$ cat config.mk
export PLATFORM = sky130hd
export DESIGN_NAME = fetch_stage
export DESIGN_NICKNAME = d
export VERILOG_FILES = /design/src/rtl/fetch_stage.sv
export SDC_FILE = /design/constraint.sdc
export NUM_CORES = 1
export LEC_CHECK = 0
export BUFFER_PORTS_ARGS = -buffer_cell sky130_fd_sc_hd__buf_4
export CAP_MARGIN = 20
export CORE_ASPECT_RATIO = 1.5
export CORE_MARGIN = 3
export CORE_UTILIZATION = 47
export CTS_BUF_LIST = sky130_fd_sc_hd__clkbuf_8
export DETAILED_ROUTE_END_ITERATION = 16
export GPL_TIMING_DRIVEN = 1
export PLACE_DENSITY = 0.73
export SETUP_SLACK_MARGIN = 0.4
export SYNTH_ARGS = -nofsm -noshare
export SYNTH_HDL_FRONTEND = slang
export SYNTH_SLANG_ARGS = --single-unit
$ cat constraint.sdc
create_clock -name clk -period 1.6 [get_ports clk]
set_input_delay 0.08 -clock clk [delete_from_list [all_inputs] [get_ports clk]]
set_output_delay 0.08 -clock clk [all_outputs]
set_load 0.05 [all_outputs]
$ cat src/rtl/fetch_stage.sv
// Instruction-fetch stage and IF/ID pipeline register for the pipelined WISC CPU.
// Issues req/ready fetches, holds one response in a skid buffer under stall, and handles redirects and HLT.
module fetch_stage #(
  parameter logic [15:0] RESET_PC   = 16'h0000,
  parameter logic [3:0]  HLT_OPCODE = 4'hF
) (
  input  logic        clk,
  input  logic        rst,
  input  logic        stall,
  input  logic        redirect,
  input  logic [15:0] redirect_pc,
  output logic        imem_req,
  output logic [15:0] imem_addr,
  input  logic        imem_ready,
  input  logic [15:0] imem_rdata,
  output logic [15:0] pc,
  output logic        if_id_valid,
  output logic [15:0] if_id_instr,
  output logic [15:0] if_id_pc,
  output logic [15:0] if_id_pc_plus_two,
  output logic        halted
);

  typedef enum logic [1:0] {FETCH, BUF, DROP, HALT} state_t;

  state_t      state_q, state_d;
  logic [15:0] pc_q, pc_d;
  logic [15:0] stale_addr_q, stale_addr_d;
  logic [15:0] buf_instr_q, buf_instr_d;
  logic [15:0] buf_pc_q, buf_pc_d;
  logic        buf_hlt_q, buf_hlt_d;
  logic        if_id_valid_q, if_id_valid_d;
  logic [15:0] if_id_instr_q, if_id_instr_d;
  logic [15:0] if_id_pc_q, if_id_pc_d;
  logic [15:0] if_id_pc_plus_two_q, if_id_pc_plus_two_d;

  logic        rdata_is_hlt;
  logic [15:0] pc_seq;

  assign rdata_is_hlt = (imem_rdata[15:12] == HLT_OPCODE);
  // A fetched HLT freezes the PC on its own address; anything else advances by one word.
  assign pc_seq       = rdata_is_hlt ? pc_q : pc_q + 16'd2;

  always_ff @(posedge clk) begin
    if (rst) begin
      state_q             <= FETCH;
      pc_q                <= RESET_PC;
      stale_addr_q        <= 16'h0000;
      buf_instr_q         <= 16'h0000;
      buf_pc_q            <= 16'h0000;
      buf_hlt_q           <= 1'b0;
      if_id_valid_q       <= 1'b0;
      if_id_instr_q       <= 16'h0000;
      if_id_pc_q          <= 16'h0000;
      if_id_pc_plus_two_q <= 16'h0000;
    end else begin
      state_q             <= state_d;
      pc_q                <= pc_d;
      stale_addr_q        <= stale_addr_d;
      buf_instr_q         <= buf_instr_d;
      buf_pc_q            <= buf_pc_d;
      buf_hlt_q           <= buf_hlt_d;
      if_id_valid_q       <= if_id_valid_d;
      if_id_instr_q       <= if_id_instr_d;
      if_id_pc_q          <= if_id_pc_d;
      if_id_pc_plus_two_q <= if_id_pc_plus_two_d;
    end
  end

  // A redirect while a request is still unanswered must wait out that stale response in DROP.
  always_comb begin
    state_d = state_q;
    if (redirect) begin
      case (state_q)
        FETCH:   state_d = imem_ready ? FETCH : DROP;
        DROP:    state_d = imem_ready ? FETCH : DROP;
        default: state_d = FETCH;
      endcase
    end else begin
      case (state_q)
        FETCH: if (imem_ready) state_d = stall ? BUF : (rdata_is_hlt ? HALT : FETCH);
        BUF:   if (!stall) state_d = buf_hlt_q ? HALT : FETCH;
        DROP:  if (imem_ready) state_d = FETCH;
        HALT:  state_d = HALT;
        default: state_d = FETCH;
      endcase
    end
  end

  always_comb begin
    pc_d                = pc_q;
    stale_addr_d        = stale_addr_q;
    buf_instr_d         = buf_instr_q;
    buf_pc_d            = buf_pc_q;
    buf_hlt_d           = buf_hlt_q;
    if_id_valid_d       = if_id_valid_q;
    if_id_instr_d       = if_id_instr_q;
    if_id_pc_d          = if_id_pc_q;
    if_id_pc_plus_two_d = if_id_pc_plus_two_q;
    if (redirect) begin
      pc_d          = redirect_pc;
      if_id_valid_d = 1'b0;
      buf_hlt_d     = 1'b0;
      if (state_q == FETCH && !imem_ready) stale_addr_d = pc_q;
    end else begin
      case (state_q)
        FETCH: begin
          if (imem_ready) begin
            pc_d = pc_seq;
            if (stall) begin
              buf_instr_d = imem_rdata;
              buf_pc_d    = pc_q;
              buf_hlt_d   = rdata_is_hlt;
            end else begin
              if_id_valid_d       = 1'b1;
              if_id_instr_d       = imem_rdata;
              if_id_pc_d          = pc_q;
              if_id_pc_plus_two_d = pc_q + 16'd2;
            end
          end else if (!stall) begin
            if_id_valid_d = 1'b0;
          end
        end
        BUF: begin
          if (!stall) begin
            if_id_valid_d       = 1'b1;
            if_id_instr_d       = buf_instr_q;
            if_id_pc_d          = buf_pc_q;
            if_id_pc_plus_two_d = buf_pc_q + 16'd2;
          end
        end
        HALT: begin
          if (!stall) if_id_valid_d = 1'b0;
        end
        default: ;
      endcase
    end
  end

  always_comb begin
    imem_req          = !rst && (state_q == FETCH || state_q == DROP);
    imem_addr         = (state_q == DROP) ? stale_addr_q : pc_q;
    pc                = pc_q;
    if_id_valid       = if_id_valid_q;
    if_id_instr       = if_id_instr_q;
    if_id_pc          = if_id_pc_q;
    if_id_pc_plus_two = if_id_pc_plus_two_q;
    halted            = (state_q == HALT);
  end

endmodule

* After elaboration in Yosys (flattened, before gate mapping)
Cells that the tools add are included.
W data, S select, Z words.
** Storage, ports and cells
- Register bits :: 116
- Output and inout bits :: 83
- Word-level logic and storage cells :: 73
** Cells by class
- $add $sub $neg :: 2
- Equality and inequality tests :: 11
- Mux-type cells :: 31
- Bitwise operators :: 1
- Reductions and logical operators :: 18
** Operators with widths (number)
- $mux W16 :: 14
- $pmux W16 S2 :: 3
- $add A16 B2 Y16 const B :: 2
- $mux W2 :: 9
- $ne A3 B3 Y1 const B :: 3
- $reduce_and A3 Y1 :: 3
- $ne A2 B2 Y1 const B :: 4
- $pmux W2 S4 :: 1
- $reduce_bool A2 Y1 :: 3
- $reduce_and A5 Y1 :: 1
- $eq A2 B2 Y1 const B :: 2
- $eq A4 B4 Y1 const B :: 1
- $reduce_and A4 Y1 :: 1
- $reduce_or A2 Y1 :: 2
- $mux W1 :: 3
- $pmux W1 S3 :: 1
- $reduce_bool A3 Y1 :: 1
- $eq A2 B1 Y1 const B :: 1
- $logic_and A1 B1 Y1 :: 2
- $logic_not A1 Y1 :: 2
- $logic_not A2 Y1 :: 1
- $reduce_and A2 Y1 :: 1
- $logic_or A1 B1 Y1 :: 1
- $not A1 Y1 :: 1

* Logic depth before layout (Yosys ltp)
- Depth after elaboration :: 6
- Gate-level depth with buffers :: 7
- Gate-level depth less buffers :: 6

* Worst setup path after synthesis
No wires, ideal clock.
- Path type :: flip-flop to output port
- From :: register state_q[1]
- To :: output port imem_addr[13]
- Arrival :: 2073 ps
- Data required time :: 1520 ps
- Path slack :: -553 ps
- Stages on the path, launching flop included :: 6
- Path buffers :: 3
- Cells stage by stage :: dfxtp_1 clkbuf_1 nor2b_1 buf_2 buf_2 o21ai_0
** On the way
- Cells in the longest elaborated chain, start to end :: 2
** RTL lines
- start: declaration :: RTL line 26 : state_t state_q, state_d;
- start signal: assignment :: RTL line 57 : state_q <= state_d;
- $eq A2 B2 Y1 :: RTL line 142 : imem_addr = (state_q == DROP) ? stale_addr_q : pc_q;
- $mux W16 :: RTL line 142
- end: declaration :: RTL line 13 : output logic [15:0] imem_addr,
No other way between the ends.

* Final worst setup path
- From :: register state_q[1]
- To :: output port imem_addr[12]
The elaborated chain is that of the path after synthesis.

==> impl_summary.txt <==
----------------------------------------------------
[Global routing]
  Overall overflow remaining after global route ... 0
  Met2 layer usage reported by global route ... 53.3%
  Busiest grt layer ... met2
  Global routing met1 resource utilization ... 31.5%
  Global-route usage over all layers ... 28.9%
  Maximum number of pins on one net before global-route repair ... 47
  Number of antenna violations at the first check in global routing ... 0
  Via count of the first global-routing pass ... 5960
  Wire length of the first global-routing pass ... 29.4 mm
  Met3 GRT Util ... 5.63%

[Pwr]
  Lkg Pwr ... 3.54 nW
  Pwr Total ... 7.99 mW
  IR drop worst, VDD ... 0.793 mV
  Power per cell area ... 905 nW/um^2

[Logic synthesis]
  Count of flip-flops with a built-in enable after synthesis ... 0
  Fraction of registers with async set/reset ... 0%
  Number of different library cells in the post-synthesis netlist ... 46
  Synthesized net count ... 734
  Sequential-to-total area share from yosys stat ... 42.4%
  Primary FF master, synth ... sky130_fd_sc_hd__dfxtp_1
  YS warnings ... 0
  Post-synthesis cell area ... 5430 sq um
  Count of mapped cells out of synthesis ... 695
  Average footprint of a synthesized cell ... 7.81 sq um
  Synth Register Bits ... 115

[Drt]
  Total via count after detailed routing ... 6019
  Post-route DRC ... 0
  Wire length after detailed routing ... 20.5 mm
  Detailed-route wire length per cell ... 19.4 microns
  Starting DRT DRC Count ... 561
  Via-to-Cell Ratio ... 5.69
  TritonRoute pass-1 iters ... 5
  Count of nets left with antenna violations after detail routing ... 0

[Clock network]
  H-tree depth ... 4
  CTS tree ... built
  Master cell of the clock root buffer ... sky130_fd_sc_hd__clkbuf_8
  CTS buffer count ... 17
  Clock transition at path regs ... 0.08 ns
  Bufs on Longest Clock Path ... 2
  Clock insertion delay at the later pin of the skew report ... 0.44 ns
  Number of clock sinks ... 115

[Setup path]
  Startpoint types ... flip-flop
  Critical Path AT ... 1.64 ns
  Type of the worst setup path ... flip-flop to primary output
  CP Data Required Time ... 1.52 ns
  Maximum fanout encountered on the critical timing path ... 15
  List of cells traversed by the critical path ... nor2b_4 > buf_12 > mux2_4 > buf_6
  Worst Setup End Kind ... primary output
  Slowest library cell on the worst path ... sky130_fd_sc_hd__dfxtp_4
  Number of buffers and inverters on the critical path ... 2
  Top cell family by delay on the critical path ... flip-flops
  Maximum single-stage delay on the critical path ... 0.35 ns

[Placement]
  Final Wtd Congestion ... 0.902
  Total placed cells including tap cells ... 953
  Detailed placer's ending HPWL ... 10.8 mm
  Number of port buffers ... 119

[Finish]
  Number of diodes added for antenna fixing ... 0
  Area of the multi-input gates ... 3280 sq um
  Fraction of final layout cells sized beyond drive strength 1 ... 38.0%
  Core Util, Final ... 79.1%
  Total of fill cells in the finished design ... 672
  Register cell area after layout ... 2370 sq um
  Number of nets at the end of the flow ... 936
  Post-synthesis to final-layout area growth ... 62.7%
  Finished Layout Cells ... 1057

[Timing]
  Final Cycle Share ... 108%
  Setup repair after global routing missed its margin ... yes
  Headroom to the max-slew limit ... 74.2%
  Setup total negative slack ... -3.05 ns
  Count of endpoints failing hold in the final timing report ... 0
  Post-route clock skew ... 0.0112 ns
  Transition time at the pin with the least slew margin ... 0.387 ns
  Max-slew violation count ... 0
  PnR worst setup slack ... -0.121 ns
  Setup-failing EPs final ... 65
  Time the final worst path needs with I/O delays and setup ... 1.72 ns
  Max Fclk ... 0.581 GHz

[Floorplan]
  Starting density of the core ... 48.6%
  Horiz. Die Dim ... 93.8 microns
  Total number of placement rows ... 47
  Die span in y ... 138 microns
  Num ports ... 120
  Floorplan die area ... 12900 sq um
  Std-Cell Core Area ... 11200 sq um

[Flow run]
  Max Cap Violations ... 0

[Worst hold path]
  Worst hold-check path type ... input port to flip-flop

[Outcome]
  Violated checks ... negative setup slack
  Outcome ... complete, but fails checks

----------------------------------------------------
==> what timing repair did <==
| action | in CTS | in global routing |
|---|---|---|
| hold buffers | 35 | 0 |
| setup buffers | 19 | 6 |
| cloned | 7 | 5 |
| endpoints found under the setup margin | 130 | 146 |
| pin swaps | 19 | 34 |
| endpoints found under the hold margin | 51 | 0 |
| resized for setup | 91 | 51 |
==> metrics by stage <==
stage                     cell area, sq um  hold WS, ns  setup slack (ns)
final                                 8830       0.0314            -0.121
after global routing                  8830       0.0393            -0.162
after CTS                             8460       0.0187            -0.135
after detailed placement              6920        0.329          -0.00435
after global placement                6920        0.315            0.0759
after floorplan                       5800        0.216           -0.0763
==> metal layers <==
metal / share of wire [%] / up-vias / wire length (microns)
met1: 36 / 2846 / 7390
met2: 52 / 292 / 10600
met4: 5.8 / 0 / 1190
met5: 0 / - / 0
met3: 6.4 / 100 / 1320
li1: - / 2781 / -
==> sequential cells by signal (all words and copies together), names as in the netlist, named ones only <==
signal	flops
state_q	2
buf_pc_q	16
stale_addr_q	16
pc	16
if_id_instr	16
if_id_pc	16
if_id_pc_plus_two	15
buf_instr_q	16
buf_hlt_q	1
==> power by group <==
group	total [mW]	internal, mW	switching (mW)
Sequential	3.10	2.98	0.117
Combinational	1.84	0.768	1.07
Clock	3.06	1.76	1.30
Total	7.99	5.51	2.49
==> cell usage after synthesis, types with 7 or more instances <==
library cell	instances	share of area, %
sky130_fd_sc_hd__a211oi_1	14	1.9
sky130_fd_sc_hd__a21oi_1	57	5.3
sky130_fd_sc_hd__a311oi_1	33	5.3
sky130_fd_sc_hd__buf_2	20	1.8
sky130_fd_sc_hd__buf_4	9	1.2
sky130_fd_sc_hd__clkbuf_1	25	1.7
sky130_fd_sc_hd__dfxtp_1	115	42
sky130_fd_sc_hd__inv_1	9	0.62
sky130_fd_sc_hd__mux2_2	15	3.1
sky130_fd_sc_hd__nand2_1	195	13
sky130_fd_sc_hd__nand3_1	12	1.1
sky130_fd_sc_hd__nand4_1	7	0.81
sky130_fd_sc_hd__nor2_1	70	4.8
sky130_fd_sc_hd__nor3_1	8	0.74
sky130_fd_sc_hd__o21ai_0	7	0.65
sky130_fd_sc_hd__xnor2_1	20	3.2
sky130_fd_sc_hd__xor2_1	16	2.6
==> worst reg2reg max path, cell delays in order (launching register included) <==
cell,delay (ns)
sky130_fd_sc_hd__dfxtp_4,0.35
sky130_fd_sc_hd__buf_6,0.15
sky130_fd_sc_hd__nor4_4,0.29
sky130_fd_sc_hd__buf_6,0.19
sky130_fd_sc_hd__buf_12,0.14
sky130_fd_sc_hd__buf_4,0.12
sky130_fd_sc_hd__nor2_1,0.06
sky130_fd_sc_hd__a311oi_2,0.29
==> kinds of logic (layout without fill, tap and decap cells) <==
| group | count (synthesis) | count (layout) | synth area share [%] |
|---|---|---|---|
| simple gates | 328 | 328 | 26.2 |
| compound gates | 128 | 128 | 15.8 |
| fa+ha+maj | 2 | 2 | 0.461 |
| flops | 115 | 115 | 42.4 |
| xor+xnor | 36 | 36 | 5.81 |
| buf+inv | 69 | 284 | 5.85 |
| mux | 17 | 17 | 3.48 |
==> final timing paths <==
kind,startpoint,endpoint,slack (ns),cells after the start
min,redirect,state_q[1],0.03,3
min reg2reg,buf_pc_q[0],buf_pc_q[0],0.46,2
max reg2reg,state_q[1],if_id_pc[13],-0.10,7
max,state_q[1],imem_addr[12],-0.12,4
==> placed cells by master, fill, tap and decap left out, types with 9 or more instances in the layout <==
master and count:
sky130_fd_sc_hd__buf_6 37, sky130_fd_sc_hd__a311oi_1 25, sky130_fd_sc_hd__mux2_4 15, sky130_fd_sc_hd__xnor2_1 20
sky130_fd_sc_hd__nand2_1 184, sky130_fd_sc_hd__nor2_1 59, sky130_fd_sc_hd__xor2_1 16, sky130_fd_sc_hd__buf_4 135
sky130_fd_sc_hd__dfxtp_1 94, sky130_fd_sc_hd__buf_8 14, sky130_fd_sc_hd__clkbuf_8 18, sky130_fd_sc_hd__buf_12 11
sky130_fd_sc_hd__a211oi_1 13, sky130_fd_sc_hd__a21oi_1 55, sky130_fd_sc_hd__inv_1 9, sky130_fd_sc_hd__dfxtp_4 15
sky130_fd_sc_hd__dlygate4sd3_1 35
==> cell type report <==
class | instances | area share, %
repair buffers | 243 | 28.6
flip-flops and latches | 115 | 26.8
well taps | 147 | 2.08
clock buffers | 18 | 2.80
multi-input cells | 511 | 37.1
clock inverters | 14 | 2.24
inverters | 9 | 0.382
(Power assumes the default switching activity.)
